`src/rtl/demux_sched_pkg.sv`:
```
// Shared definitions for the 1-to-4 burst demultiplexer.
//   CH_NUM   : number of downstream channels
//   ch_idx_t : channel index type
//   state_t  : scheduler FSM states
package demux_sched_pkg;

  localparam int unsigned CH_NUM = 4;

  typedef logic [1:0] ch_idx_t;

  typedef enum logic [1:0] {
    IDLE  = 2'd0,
    XFER  = 2'd1,
    DRAIN = 2'd2
  } state_t;

endpackage

```
`src/rtl/demux_sched_1to4_if.sv`:
```
// Stream bus of the 1-to-4 demultiplexer.
//   in_valid/in_data/in_ready    : upstream beat handshake
//   out_valid/out_data/out_ready : per-channel valid/ready, shared payload
// master = upstream/downstream environment, slave = the demultiplexer.
interface demux_sched_1to4_if
  import demux_sched_pkg::*;
#(
  parameter int unsigned DW = 8
);

  logic              in_valid;
  logic [DW-1:0]     in_data;
  logic              in_ready;
  logic [CH_NUM-1:0] out_valid;
  logic [DW-1:0]     out_data;
  logic [CH_NUM-1:0] out_ready;

  modport master (
    output in_valid, in_data, out_ready,
    input  in_ready, out_valid, out_data
  );

  modport slave (
    input  in_valid, in_data, out_ready,
    output in_ready, out_valid, out_data
  );

endinterface

```
`src/rtl/rr_arbiter4.sv`:
```
// Combinational round-robin pick over 4 requesters.
//   req       : request mask
//   last      : most recently served index (lowest priority)
//   gnt_valid : some request is set
//   gnt_idx   : first set request scanning from last+1 (mod 4)
module rr_arbiter4
  import demux_sched_pkg::*;
(
  input  logic [CH_NUM-1:0] req,
  input  ch_idx_t           last,
  output logic              gnt_valid,
  output ch_idx_t           gnt_idx
);

  ch_idx_t idx;

  // Scan from lowest priority (last+4 == last) up to highest (last+1),
  // so the highest-priority hit is the one left standing.
  always_comb begin
    gnt_valid = 1'b0;
    gnt_idx   = last;
    idx       = last;
    for (int unsigned k = CH_NUM; k > 0; k--) begin
      idx = last + ch_idx_t'(k);
      if (req[idx]) begin
        gnt_valid = 1'b1;
        gnt_idx   = idx;
      end
    end
  end

endmodule

```
`src/rtl/demux_sched_1to4.sv`:
```
// 1-to-4 stream demultiplexer with round-robin burst scheduling.
// A granted channel receives up to BURST beats through a single-entry
// output register, then the scheduler drains and re-arbitrates.
//   clk, rst_n : clock, asynchronous active-low reset
//   cfg_en     : per-channel enable mask
//   sel        : currently granted channel
//   busy       : scheduler in XFER or DRAIN
//   bus        : stream interface (slave side)
module demux_sched_1to4
  import demux_sched_pkg::*;
#(
  parameter int unsigned DW    = 8,
  parameter int unsigned BURST = 4
)(
  input  logic               clk,
  input  logic               rst_n,
  input  logic [CH_NUM-1:0]  cfg_en,
  output ch_idx_t            sel,
  output logic               busy,
  demux_sched_1to4_if.slave  bus
);

  localparam logic [3:0] BURST_C = 4'(BURST);

  state_t        state_q, state_d;
  ch_idx_t       sel_q, last_q;
  logic [3:0]    count_q;
  logic          buf_valid_q;
  logic [DW-1:0] data_q;

  logic    gnt_valid;
  ch_idx_t gnt_idx;
  logic    sel_en, accept, handshake, last_beat;

  rr_arbiter4 u_arb (
    .req       (cfg_en),
    .last      (last_q),
    .gnt_valid (gnt_valid),
    .gnt_idx   (gnt_idx)
  );

  assign sel_en    = cfg_en[sel_q];
  assign handshake = buf_valid_q && bus.out_ready[sel_q];
  assign accept    = bus.in_valid && bus.in_ready;
  // Leave XFER on the edge of the final accept so the gap is DRAIN+IDLE only.
  assign last_beat = accept && ((count_q + 4'd1) == BURST_C);

  always_ff @(posedge clk or negedge rst_n) begin
    if (!rst_n) state_q <= IDLE;
    else        state_q <= state_d;
  end

  always_comb begin
    state_d = state_q;
    unique case (state_q)
      IDLE:    if (gnt_valid)                  state_d = XFER;
      XFER:    if (last_beat || !sel_en)       state_d = DRAIN;
      DRAIN:   if (!buf_valid_q || handshake)  state_d = IDLE;
      default:                                 state_d = IDLE;
    endcase
  end

  always_comb begin
    bus.in_ready  = (state_q == XFER) && sel_en && (count_q < BURST_C) &&
                    (!buf_valid_q || bus.out_ready[sel_q]);
    bus.out_valid = buf_valid_q ? (4'(1) << sel_q) : '0;
    busy          = (state_q != IDLE);
  end

  // sel only moves in IDLE, where the buffer is always empty, so a buffered
  // beat is never redirected to another channel.
  always_ff @(posedge clk or negedge rst_n) begin
    if (!rst_n) begin
      sel_q       <= '0;
      last_q      <= 2'd3;
      count_q     <= '0;
      buf_valid_q <= 1'b0;
      data_q      <= '0;
    end else begin
      if (state_q == IDLE && gnt_valid) begin
        sel_q   <= gnt_idx;
        count_q <= '0;
      end else if (accept) begin
        count_q <= count_q + 4'd1;
      end
      if (state_q == DRAIN && state_d == IDLE) last_q <= sel_q;
      if (accept) begin
        buf_valid_q <= 1'b1;
        data_q      <= bus.in_data;
      end else if (handshake) begin
        buf_valid_q <= 1'b0;
      end
    end
  end

  assign sel          = sel_q;
  assign bus.out_data = data_q;

endmodule

```
`src/flat_wrapper.sv`:
```
// flat-port wrapper written by rule: the top's interface ports become plain ports
module demux_sched_1to4_flat import demux_sched_pkg::*;
#(
  parameter int unsigned DW    = 8,
  parameter int unsigned BURST = 4
)
  (clk, rst_n, cfg_en, sel, busy, bus_in_valid, bus_in_data, bus_out_ready, bus_in_ready, bus_out_valid, bus_out_data);
  demux_sched_1to4_if #(.DW(DW)) bus_i ();
  input  logic clk;
  input  logic rst_n;
  input  logic [CH_NUM-1:0] cfg_en;
  output ch_idx_t sel;
  output logic busy;
  input wire logic [$bits(bus_i.in_valid)-1:0] bus_in_valid;
  input wire logic [$bits(bus_i.in_data)-1:0] bus_in_data;
  input wire logic [$bits(bus_i.out_ready)-1:0] bus_out_ready;
  output wire logic [$bits(bus_i.in_ready)-1:0] bus_in_ready;
  output wire logic [$bits(bus_i.out_valid)-1:0] bus_out_valid;
  output wire logic [$bits(bus_i.out_data)-1:0] bus_out_data;
  assign bus_i.in_valid = bus_in_valid;
  assign bus_i.in_data = bus_in_data;
  assign bus_i.out_ready = bus_out_ready;
  assign bus_in_ready = bus_i.in_ready;
  assign bus_out_valid = bus_i.out_valid;
  assign bus_out_data = bus_i.out_data;
  demux_sched_1to4 #(.DW(DW), .BURST(BURST)) u_core (.clk(clk), .rst_n(rst_n), .cfg_en(cfg_en), .sel(sel), .busy(busy), .bus(bus_i));
endmodule
```
`config.mk`:
```
export PLATFORM = sky130hd
export DESIGN_NAME = demux_sched_1to4_flat
export DESIGN_NICKNAME = d
export VERILOG_FILES = /design/src/rtl/demux_sched_pkg.sv /design/src/rtl/demux_sched_1to4_if.sv /design/src/rtl/rr_arbiter4.sv /design/src/rtl/demux_sched_1to4.sv /design/src/flat_wrapper.sv
export SDC_FILE = /design/constraint.sdc
export NUM_CORES = 1
export LEC_CHECK = 0
export ABC_AREA = 1
export BUFFER_PORTS_ARGS = -buffer_cell sky130_fd_sc_hd__buf_2
export CAP_MARGIN = 20
export CORE_UTILIZATION = 42
export CTS_BUF_LIST = sky130_fd_sc_hd__clkbuf_8
export DETAILED_ROUTE_END_ITERATION = 16
export HOLD_SLACK_MARGIN = 0.05
export PLACE_DENSITY = 0.69
export SYNTH_ARGS = -nofsm -noshare
export SYNTH_HDL_FRONTEND = slang
export SYNTH_SLANG_ARGS = --single-unit
```
`constraint.sdc`:
```
create_clock -name clk -period 3.07 [get_ports clk]
set_input_delay 0.307 -clock clk [delete_from_list [all_inputs] [get_ports clk]]
set_output_delay 0.307 -clock clk [all_outputs]
set_load 0.005 [all_outputs]
```
# Yosys cells after proc, flatten, opt, wreduce, memory -nomap -nowiden
# Index checks and enable logic that the tools add are counted.
# W data, S select, Z words.
[word_totals] wordCells=66 regBits=19
[op_classes] muxes=28 shift=1 add_sub_neg=4 n_lt_le_gt_ge=6 n_reduce_logical=18 eq_ne=3
[op_table] operator="$lt A2 B3 Y1 const B" n=5
[op_table] operator="$bmux W1 S2" n=6
[op_table] operator="$mux W1" n=12
[op_table] operator="$mux W2" n=6
[op_table] operator="$mux W4" n=3
[op_table] operator="$logic_and A1 B1 Y1" n=8
[op_table] operator="$pmux W2 S3" n=1
[op_table] operator="$reduce_bool A2 Y1" n=3
[op_table] operator="$add A2 B2 Y2 const B" n=2
[op_table] operator="$add A4 B1 Y4 const B" n=1
[op_table] operator="$eq A4 B3 Y1 const B" n=1
[op_table] operator="$logic_not A2 Y1" n=2
[op_table] operator="$lt A4 B3 Y1 const B" n=1
[op_table] operator="$shl A1 B2 Y4 const A" n=1
[op_table] operator="$logic_or A1 B1 Y1" n=3
[op_table] operator="$add A2 B1 Y2 const B" n=1
[op_table] operator="$eq A2 B1 Y1 const B" n=1
[op_table] operator="$eq A2 B2 Y1 const B" n=1
[op_table] operator="$logic_not A1 Y1" n=2

# Logic depth before layout (Yosys ltp)
# Gate-level depths: netlist (run 1).
[depth] depth_word=12 ltp_mapped=12 depth_no_buf=11

# Hierarchy
# A second synthesis (run 1) with hierarchy kept.
[hier_totals] hier_cells=166 hier_area_um2=1290.0
[modules_own_cells] module="demux_sched_1to4" cells_each=120 instances=1 area_per_inst_um2=1076.0 seq_area_each_um2=478.0
[modules_own_cells] module="rr_arbiter4" cells_each=46 instances=1 area_per_inst_um2=214.0 seq_area_each_um2=0.0

# Worst setup path after synthesis (run 1)
# Ideal clock, no wire load.
[synth_path] path_kind="reg-to-reg" from="register u_core.last_q[0]" to="register u_core.count_q[0]" slack_ps=1590 stages_incl_launch_ff=9 n_path_buf=1 setup_ps=118 arrival_time_ps=1362 cell_sequence="dfstp_2 > buf_2 > nand2_1 > o21ai_1 > nor3_1 > a21oi_2 > inv_1 > nand3_1 > nand2_1"
[synth_between] elab_chain_len=8
[synth_lines] element="start: declaration" line_no="demux_sched_1to4.sv:26" text="ch_idx_t sel_q, last_q;"
[synth_lines] element="start signal: assignment" line_no="demux_sched_1to4.sv:86" text="if (state_q == DRAIN && state_d == IDLE) last_q <= sel_q;"
[synth_lines] element="$add A2 B2 Y2 or $bmux W1 S2 (tied branches)" line_no="rr_arbiter4.sv:24, rr_arbiter4.sv:25"
[synth_lines] element="$bmux W1 S2 or $mux W1 (tied branches)" line_no="rr_arbiter4.sv:25" text="if (req[idx]) begin"
[synth_lines] element="$mux W1 (not written as such)" line_no="rr_arbiter4.sv:25"
[synth_lines] element="$mux W1 (2 in a row)" line_no="rr_arbiter4.sv:25"
[synth_lines] element="$mux W1 *" line_no="rr_arbiter4.sv:25"
[synth_lines] element="$logic_and A1 B1 Y1 *" line_no="demux_sched_1to4.sv:80" text="if (state_q == IDLE && gnt_valid) begin"
[synth_lines] element="$mux W4 or $reduce_bool A2 Y1 (tied branches)"
[synth_lines] element="end signal: assignment" line_no="demux_sched_1to4.sv:84" text="count_q <= count_q + 4'd1;"
[synth_lines] element="end: declaration" line_no="demux_sched_1to4.sv:27" text="logic [3:0] count_q;"
# Mark *: on every way between the ends. The rest lies on a longest branch, timed or not. The select of a mux whose other input is x is not followed.
# A chain may end at the register's enable or synchronous reset.

# Final worst setup path (run 1)
[layout_path] from="register u_core.sel_q[0], in the netlist u_core.sel[0]" to="output bus_in_ready"
[layout_between] elab_chain_len=5
[layout_lines] element="start: declaration" line_no="demux_sched_1to4.sv:26"
[layout_lines] element="start signal: assignment" line_no="demux_sched_1to4.sv:81" text="sel_q <= gnt_idx;"
[layout_lines] element="$bmux W1 S2" line_no="demux_sched_1to4.sv:42" text="assign sel_en = cfg_en[sel_q];"
[layout_lines] element="$mux W1 (not written as such)" line_no="demux_sched_1to4.sv:42"
[layout_lines] element="$logic_and A1 B1 Y1 (2 in a row)" line_no="demux_sched_1to4.sv:64" text="bus.in_ready = (state_q == XFER) && sel_en && (count_q < BURST_C) &&"
[layout_lines] element="$logic_and A1 B1 Y1 *" line_no="demux_sched_1to4.sv:64"
[layout_lines] element="end: declaration" line_no="flat_wrapper.sv:17" text="output wire logic [$bits(bus_i.in_ready)-1:0] bus_in_ready;"
# Marked as above.

==> results of run 1 <==
-- synth_stat cells, drive strengths merged (2+ instances only) --
cell,count
nand3,15
inv,14
a21oi,2
nor3,5
buf,3
dfrtp,17
nor2,7
dfstp,2
nand2,64
o21ai,6
-- worst max-delay path by stage --
stage	slack, ns	endpoint	startpoint	cells past startpoint
floorplan	1.59	u_core.count_q[0]	u_core.last_q[0]	8
global placement	1.31	u_core.count_q[0]	u_core.last_q[0]	7
detailed placement	1.30	u_core.count_q[0]	u_core.last_q[0]	7
CTS	1.26	bus_in_ready	u_core.sel[0]	8
global route	1.12	u_core.count_q[1]	u_core.last_q[0]	7
finish	1.28	bus_in_ready	u_core.sel[0]	8
-- cell type report --
type	instances	area, sq um
flip-flops and latches	19	478
repair buffers	35	180
inverters	15	62.6
clock buffers	3	41.3
multi-input cells	106	492
clock inverters	1	3.75
fillers	227	1000
well taps	28	35.0
-- metrics by stage --
stage          setup WS (ns)  power, mW  util [%]
3_3_place_gp            1.31       1.03      53.9
3_5_place_dp            1.30       1.04      53.9
6_report                1.28       1.20      56.3
5_1_grt                 1.12       1.33      56.3
4_1_cts                 1.26       1.21      56.3
2_1_floorplan           1.59      0.876         -
-- cells by family (layout without fill, tap and decap cells) --
family          Yosys count  in the layout  synth area share, %
simple gates             94             94                 38.7
compound gates            9              9                 4.71
buf+inv                  19             54                 8.82
xor+xnor                  2              2                 1.65
flops                    19             19                 44.9
fa+ha+maj                 1              1                 1.18
-- routing by layer --
layer  track usage, %  up-vias  wire length [um]
li1                 -      520                 -
met1             25.0      447              1070
met2             29.3       44               974
met3             3.48        0               144
met4             6.58        0                 0
met5                0        -                 0
-- registers in the layout (all words and copies together), names as in the netlist --
name and flops:
u_core.buf_valid_q 1, u_core.count_q 4, u_core.bus.out_data 8, u_core.last_q 2, u_core.state_q 2, u_core.sel 2
-- report_power, final --
group	internal (mW)	switching, mW	total (mW)
Sequential	0.359	0.105	0.464
Clock	0.0885	0.0725	0.161
Combinational	0.229	0.342	0.571
-- cells in the final DEF (no fill, tap or decap), drive strengths merged, types with 2 or more instances in the layout --
cell type and count:
dfstp 2, a21oi 2, nand3 15, nor2 7, nor3 5, inv 15, o21ai 6, clkbuf 3
buf 34, dfrtp 17, nand2 64
-- critical path, delay by kind of cell, from the launching register on --
family	cells	cell delay (ns)
DFF	1	0.50
buffers and inverters	2	0.25
and+or+nand+nor	6	0.47
-- repair_timing --
| item | CTS | global route |
|---|---|---|
| hold buffers | 1 | 0 |
| endpoints found under the hold margin | 17 | 0 |
| gates resized for setup | 0 | 0 |
==> impl_results.md, run 1 <==
* Status: finished, final reports clean
* Critical path class: register to output port
* Worst Path Arrival at ~1.5 ns
* Clock Pin Slew Worst Setup and Hold Paths at 0.06 ns
* Hold Path Class: input port to register
* Yosys warns at 0
* Mapped Area at approximately 0.0011 sq mm
* Worst setup SP type: register
* First-pass GRT wire length at approximately 3700 um
* TritonCTS Buffers at 3
* Synth cell types at 29
* Drt wl/cell at roughly 11 um
* Clk_skew at about 0.0019 ns
* Crit path max fanout at 9
* Synth top area share at approximately two fifths
* CP cell instances: inv_6, nand2_1, nand2_1, nand2_1, nand2_2, nand3_2, nor2_4, buf_2
* H-tree depth at 1
* All-Layer GR Usage at ~18%
* Top cell by count, worst path: nand2_1
* Power density cells at just over 900 mW/mm^2
* Number of core rows at 17
* P&R area growth vs syn at 21.5%
* Setup violators final at 0
* Worst hold stages at 3
* #FFs+latches synth at 19
* # DRC at 0
* Final Non-Filler Cells at about 210
* Clk sinks at 19
* Peak VDD IR at 0.000540 V
* Crit Reg-Reg Endpoint: u_core.count_q[2]
* Die Outline Area at roughly 0.0027 sq mm
* Clk root buf: clkbuf_8
* Unrepaired setup endpoints after global routing: no
* Post-synth EDFFs at 0
* FF-to-FF setup slack at ~1.3 ns
* WP data required at about 2.8 ns
* Post-CTS setup buffer count at 0
* Layout cells sized above 1 at 27.4%
* Ant diodes at 0
* IO buf count at 34
* Slew Limit Fails at 0
* Start point of the worst hold path: bus_in_data[6]
* DP Cell Count at 202
* Final period util at about three fifths
* Synth top area cells: dfrtp_1, nand2_1, nand3_1, dfstp_2, inv_1
* Placeable core area at roughly 0.0023 sq mm
* Syn_area_per_cell at about 7.4 sq um
* Placer Congestion at about 0.89
* # nets final at 200
* Final instance area at 0.00129 sq mm
* Post-Syn Nets at approximately 160
* Hold path endpoint: u_core.bus.out_data[6]
* Initial antenna violation count at 0
* Critical path's largest stage delay at about 0.50 ns
* CTS Buffer Depth at 2
* Tightest Pin Transition at a little over 0.4 ns
* R2r worst-path depth at 7
* DR iter-0 viols at 26
* Endpoint class of the critical path: output port
* Final HPWL DP at between 1500 and 2000 um
* Global route overflow at 0
* Starting Density at 46.3%
* Worst rel slew slack at 72.7%
* Critical-path cell with the highest stage delay: dfrtp_1
* Ys flop type: dfrtp_1
* Total Wirelength at 2190 um
* DIE WIDTH at roughly 52 um
* Ports at 35
* Tmin final at between 1.5 and 2 ns
* Vias in the first global route at slightly below 900
* Fin Hold WS at roughly 0.25 ns
* Drt via density at 4.88
* Fraction of registers with async set/reset at 100%
* DIE HEIGHT at approximately 52 um
* Setup TNS at 0 ns
* Peak Freq at 0.559 GHz
* Syn Inst Count at roughly 140
* Routed Antenna Nets at 0
* Largest net degree at the start of global routing at 20
* Leakage at between 0.7 and 0.8 nW
* CTS tree: yes
* Final hold vios at 0
* First-pass DRT Iterations at 5
* Clock Latency Late Sink at roughly 0.25 ns
* Post-placement cell area at around 0.0012 sq mm
* Maximum capacitance violations at 0
* Cell type with the highest aggregate area in the netlist: dfrtp_1
* Post-synthesis sequential area ratio at between 40% and 50%
* R2R Path Start: u_core.last_q[0]
* DR vias at 1011
No activity file was read; power rests on OpenSTA's default activity.
==> inputs of run 2 (changes only) <==
--- a/config.mk
+++ b/config.mk
@@ -12,7 +12,7 @@
 export CTS_BUF_LIST = sky130_fd_sc_hd__clkbuf_8
 export DETAILED_ROUTE_END_ITERATION = 16
 export HOLD_SLACK_MARGIN = 0.05
-export PLACE_DENSITY = 0.69
+export PLACE_DENSITY = 0.72
 export SYNTH_ARGS = -nofsm -noshare
 export SYNTH_HDL_FRONTEND = slang
 export SYNTH_SLANG_ARGS = --single-unit
==> constraint.sdc (replaced) <==
create_clock -name clk -period 1.58 [get_ports clk]
set_input_delay 0.158 -clock clk [delete_from_list [all_inputs] [get_ports clk]]
set_output_delay 0.158 -clock clk [all_outputs]
set_load 0.005 [all_outputs]
==> impl_results.md, run 2 (synthesis gave the netlist of run 1 again) <==
* Status: finished, final reports clean
* Tmin final at about 1.6 ns
* H-tree depth at 1
* DIE HEIGHT at 52.3 um
* Placeable core area at between 0.002 and 0.0025 sq mm
* All-Layer GR Usage at roughly a fifth
* Maximum capacitance violations at 0
* CTS tree: yes
* Worst rel slew slack at around three quarters
* Hold Path Class: input port to register
* Initial antenna violation count at 0
* # nets final at 210
* Setup violators final at 0
* First-pass DRT Iterations at 4
* Final HPWL DP at roughly 1800 um
* Final Non-Filler Cells at 217
* R2r worst-path depth at 7
* Slew Limit Fails at 0
* Ant diodes at 0
* Clock power frac at around an eighth
* DR vias at about 1100
* Largest net degree at the start of global routing at 20
* Switching Share at 42.6%
* # fillers at roughly 220
* TritonCTS Buffers at 3
* Clk sinks at 19
* Tot Pwr at ~2.6 mW
* Final core occ at 61.3%
* Power density cells at ~1900 mW/mm^2
* Clock Latency Late Sink at around 0.25 ns
* DR iter-0 viols at 16
* Worst Path Arrival at between 1 and 1.5 ns
* Max reg flops at 8
* # DRC at 0
* Tightest Pin Transition at around 0.40 ns
* First-pass GRT wire length at roughly 4000 um
* Sequential group share of total power at between 30% and 40%
* IO buf count at 34
* Final hold vios at 0
* Global route overflow at 0
* Critical path class: register to output port
* DP Cell Count at 205
* Footprint of the multi-input gates at around 530 sq um
* Clk root buf: clkbuf_8
* Endpoint class of the critical path: output port
* Routed Antenna Nets at 0
* Layout cells sized above 1 at between 30% and 40%
* Drt wl/cell at 11.0 um
* DR WL met3 at 127 um
* Clock Pin Slew Worst Setup and Hold Paths at 0.06 ns
* Reg area at roughly 480 sq um
* Die Outline Area at about 0.0027 sq mm
* Ports at 35
* P&R area growth vs syn at 32.5%
* Worst hold stages at 3
* P_sw at between 1 and 1.5 mW
* Most common cell after layout, fill and taps aside: nand2_1
* Leakage at a little over 0.8 nW
* Total Wirelength at 2390 um
* Worst path bufs/invs at 3
* Top delay family on crit path: flip-flops
* Most frequent cells in the layout: nand2_1, buf_2, dfrtp_1, inv_1, nand3_1
* Critical path depth at 7
* Crit path max fanout at 6
* Number of core rows at 17
* Peak VDD IR at approximately 0.0010 V
* Clk_skew at 0.000826 ns
* WP data required at 1.42 ns
* Cell Int Power at about 1.5 mW
* Peak Freq at about 0.64 GHz
* Logic pwr share at 54.0%
* Critical-path cell with the highest stage delay: dfrtp_2
* Routed met1 length at 1060 um
* Length of routed met2 wiring at 1130 um
* DIE WIDTH at roughly 52 um
* Unrepaired setup endpoints after global routing: yes
* Drt via density at ~4.9
* CTS Buffer Depth at 2
* Starting Density at a little under half
* Highest routed layer: met4
* Final period util at between 90% and 100%
* Critical path's largest stage delay at around 0.43 ns
* Worst setup SP type: register
* Vias in the first global route at around 1000
* Placer Congestion at 0.837
* CP cell instances: clkinv_4, buf_4, nand3_2, nand3_2, nor2_4, nor2_4, buf_2
## run 2: changes by cell type in the layout (fill, tap and decap cells not counted), moves of 2 or more
cell     change
nand3_1      -2
dfrtp_2      +2
nand2_1      -3
o21ai_0      -2
nand2_2      +3
nand3_2      +2
dfrtp_1      -2
o21ai_2      +2
buf_4       +10
## run 2: layout make-up
class	count	share of cell area (%)
timing repair buffer	45	18.1
clock buffer	3	2.93
clock inverter	1	0.266
multi-input combinational	106	37.6
tap	28	2.49
inverter	15	4.53
sequential	19	34.1
## run 2: tightest hold or removal path: stages
cell	delay, ns
buf_2	0.07
nand2_1	0.04
nand2_1	0.04
## run 2: stage by stage
step	hold WS (ns)	setup WS [ns]	TNS (ns)	instance area (sq um)
after global placement	0.106	0.0534	0	1260
after floorplan	-0.138	0.100	0	1060
after global routing	0.115	-0.0454	-0.0674	1410
after CTS	0.0920	0.00754	0	1350
final	0.0973	0.0251	0	1410
after detailed placement	0.113	-0.00578	-0.00578	1260
## run 2: path summary, 6_finish.rpt
path                                              from                     end  slack, ns
worst max-delay path                     u_core.sel[0]            bus_in_ready       0.03
max in group asynchronous                        rst_n        u_core.last_q[0]       0.90
worst min-delay path                    bus_in_data[4]  u_core.bus.out_data[4]        0.1
worst min register to register  u_core.bus.out_data[4]  u_core.bus.out_data[4]       0.48
worst max register to register        u_core.last_q[0]           u_core.sel[1]       0.09
min in group asynchronous                        rst_n  u_core.bus.out_data[0]       0.36
## run 2: power by group through the flow
stage	combinational (mW)	sequential, mW	clock, mW
after global routing	1.61	0.904	0.345
after detailed placement	1.20	0.884	0
final	1.41	0.879	0.319
after CTS	1.31	0.873	0.329
after global placement	1.16	0.874	0
after floorplan	0.886	0.816	0
## run 2: repair_timing
action	CTS	global route
setup endpoints to repair	6	14
resized for setup	1	15
hold buffers	1	0
hold endpoints to repair	17	0
cloned	0	0
pin swaps	2	4
setup buffers	5	2
## run 2: per-layer routing
| metal | vias to the layer above | GRT usage, % |
|---|---|---|
| li1 | 540 | - |
| met1 | 477 | 23.7 |
| met2 | 38 | 35.2 |
| met3 | 6 | 2.32 |
| met4 | 0 | 13.6 |
| met5 | - | 0 |
==> inputs of run 3 (changes only) <==
--- a/config.mk
+++ b/config.mk
@@ -12,7 +12,7 @@
 export CTS_BUF_LIST = sky130_fd_sc_hd__clkbuf_8
 export DETAILED_ROUTE_END_ITERATION = 16
 export HOLD_SLACK_MARGIN = 0.05
-export PLACE_DENSITY = 0.72
+export PLACE_DENSITY_LB_ADDON = 0.2
 export SYNTH_ARGS = -nofsm -noshare
 export SYNTH_HDL_FRONTEND = slang
 export SYNTH_SLANG_ARGS = --single-unit
==> constraint.sdc (replaced) <==
create_clock -name clk -period 1.3 [get_ports clk]
set_input_delay 0.13 -clock clk [delete_from_list [all_inputs] [get_ports clk]]
set_output_delay 0.13 -clock clk [all_outputs]
set_load 0.005 [all_outputs]
==> impl_results.md, run 3 (synthesis gave the netlist of run 1 again) <==
* Peak VDD IR at 0.00127 V
* Drt via density at about 4.9
* Number of core rows at 17
* Tmin final at 1.58 ns
* P&R area growth vs syn at 62.8%
* First-pass DRT Iterations at 4
* Crit Reg-Reg Endpoint: u_core.count_q[2]
* Most frequent cells in the layout: nand2_1, buf_2, buf_4, dfrtp_1, nand2_2
* R2r worst-path depth at 8
* Final hold vios at 0
* Ant diodes at 0
* Slew Limit Fails at 0
* Drt wl/cell at between 10 and 15 um
* All-Layer GR Usage at 23.0%
* Unrepaired setup endpoints after global routing: yes
* Status: finished with violations
* Worst Path Arrival at between 1.5 and 2 ns
* Global route overflow at 0
* Worst setup path end: u_core.count_q[2]
* R2R Path Start: u_core.last_q[0]
* Endpoint class of the critical path: register
* Largest net degree at the start of global routing at 20
* Placer Congestion at between 0.8 and 0.9
* H-tree depth at 1
* Clock Pin Slew Worst Setup and Hold Paths at 0.08 ns
* Initial antenna violation count at 0
* Worst rel slew slack at between 70% and 80%
* Starting Density at 46.3%
* Vias in the first global route at 1088
* Tightest Pin Transition at 0.412 ns
* Critical path class: register to register
* Die Outline Area at between 0.002 and 0.003 sq mm
* DIE WIDTH at ~52 um
* Ports at 35
* Final Non-Filler Cells at approximately 240
* Final core occ at between 70% and 80%
* WP data required at approximately 1.4 ns
* Worst setup path start: u_core.last_q[0]
* FF-to-FF setup slack at -0.28 ns
* # nets final at between 200 and 250
* First-pass GRT wire length at about 4500 um
* TritonCTS Buffers at 3
* Crit path max fanout at 6
* Maximum capacitance violations at 0
* Layout cells sized above 1 at 53.1%
* DR iter-0 viols at 25
* Worst setup SP type: register
* Final period util at 121%
* Placeable core area at between 0.002 and 0.0025 sq mm
* # DRC at 0
* Power density cells at 2350 mW/mm^2
* Hold Path Class: input port to register
* DP Cell Count at 220
* Total Wirelength at approximately 3100 um
* Final HPWL DP at about 1900 um
* Final setup margin at -0.278 ns
* Clk_skew at approximately 0.0076 ns
* Most common cell after layout, fill and taps aside: nand2_1
* Failing checks: negative setup slack
* Routed Antenna Nets at 0
* # fillers at ~170
* Peak Freq at around 0.63 GHz
* CTS Buffer Depth at 2
* DR vias at between 1000 and 1500
* CTS tree: yes
* Clk root buf: clkbuf_8
* DIE HEIGHT at ~52 um
* Max reg flops at 8
* Clk sinks at 19
* Setup violators final at 22
* Leakage at a little over 0.9 nW
* Clock Latency Late Sink at 0.26 ns
* IO buf count at 34
## run 3: cell type report
type	count	area (sq um)	area share [%]
inverters	15	68.8	3.97
well taps	28	35.0	2.02
multi-input cells	106	637	36.8
flip-flops and latches	19	480	27.7
repair buffers	64	457	26.4
clock inverters	1	7.51	0.434
repair inverters	1	5.00	0.289
clock buffers	3	41.3	2.38
## run 3: power by group
part | total (mW) | internal [mW] | switching, mW
logic | 2.54 | 1.29 | 1.25
clock network | 0.420 | 0.216 | 0.203
registers | 1.11 | 0.856 | 0.255
## run 3: worst max-delay path, stage by stage (launching register included)
cell	delay, ns
dfstp_2	0.60
buf_6	0.11
nand2_2	0.05
o21ai_4	0.09
nor3_4	0.08
a21oi_4	0.23
inv_2	0.10
nand3_1	0.12
nand2_1	0.07
## run 3: worst min-delay path by stage
stage                         from                     end  slack (ns)  depth (start not counted)
floorplan                    rst_n      u_core.buf_valid_q       -0.17                          0
global placement             rst_n       u_core.count_q[2]        0.09                          1
detailed placement           rst_n       u_core.state_q[0]        0.09                          1
CTS                 bus_in_data[3]  u_core.bus.out_data[3]        0.05                          3
global route        bus_in_data[7]  u_core.bus.out_data[7]        0.07                          3
finish              bus_in_data[3]  u_core.bus.out_data[3]        0.05                          3
## run 3: through the flow
stage | hold slack [ns] | instance area (sq um) | worst slack [ns] | TNS (ns) | power, mW
floorplan | -0.166 | 1080 | -0.131 | -1.36 | 2.11
global placement | 0.0859 | 1400 | -0.177 | -2.12 | 2.84
detailed placement | 0.0874 | 1400 | -0.252 | -3.17 | 2.89
CTS | 0.0529 | 1620 | -0.285 | -4.04 | 3.74
global route | 0.0703 | 1730 | -0.347 | -6.07 | 4.36
finish | 0.0547 | 1730 | -0.278 | -4.29 | 4.07
## run 3: layer usage
layer	wire, um	track usage [%]
met1	1230	26.5
met2	1740	40.9
met3	129	3.19
met4	48	11.8
met5	0	0
## run 3: what timing repair did
action,4_1_cts,5_1_grt
endpoints found under the setup margin,23,24
hold buffers,2,0
resized for setup,25,26
pin swaps,10,15
gates cloned,1,0
setup buffers,7,5
endpoints found under the hold margin,18,0
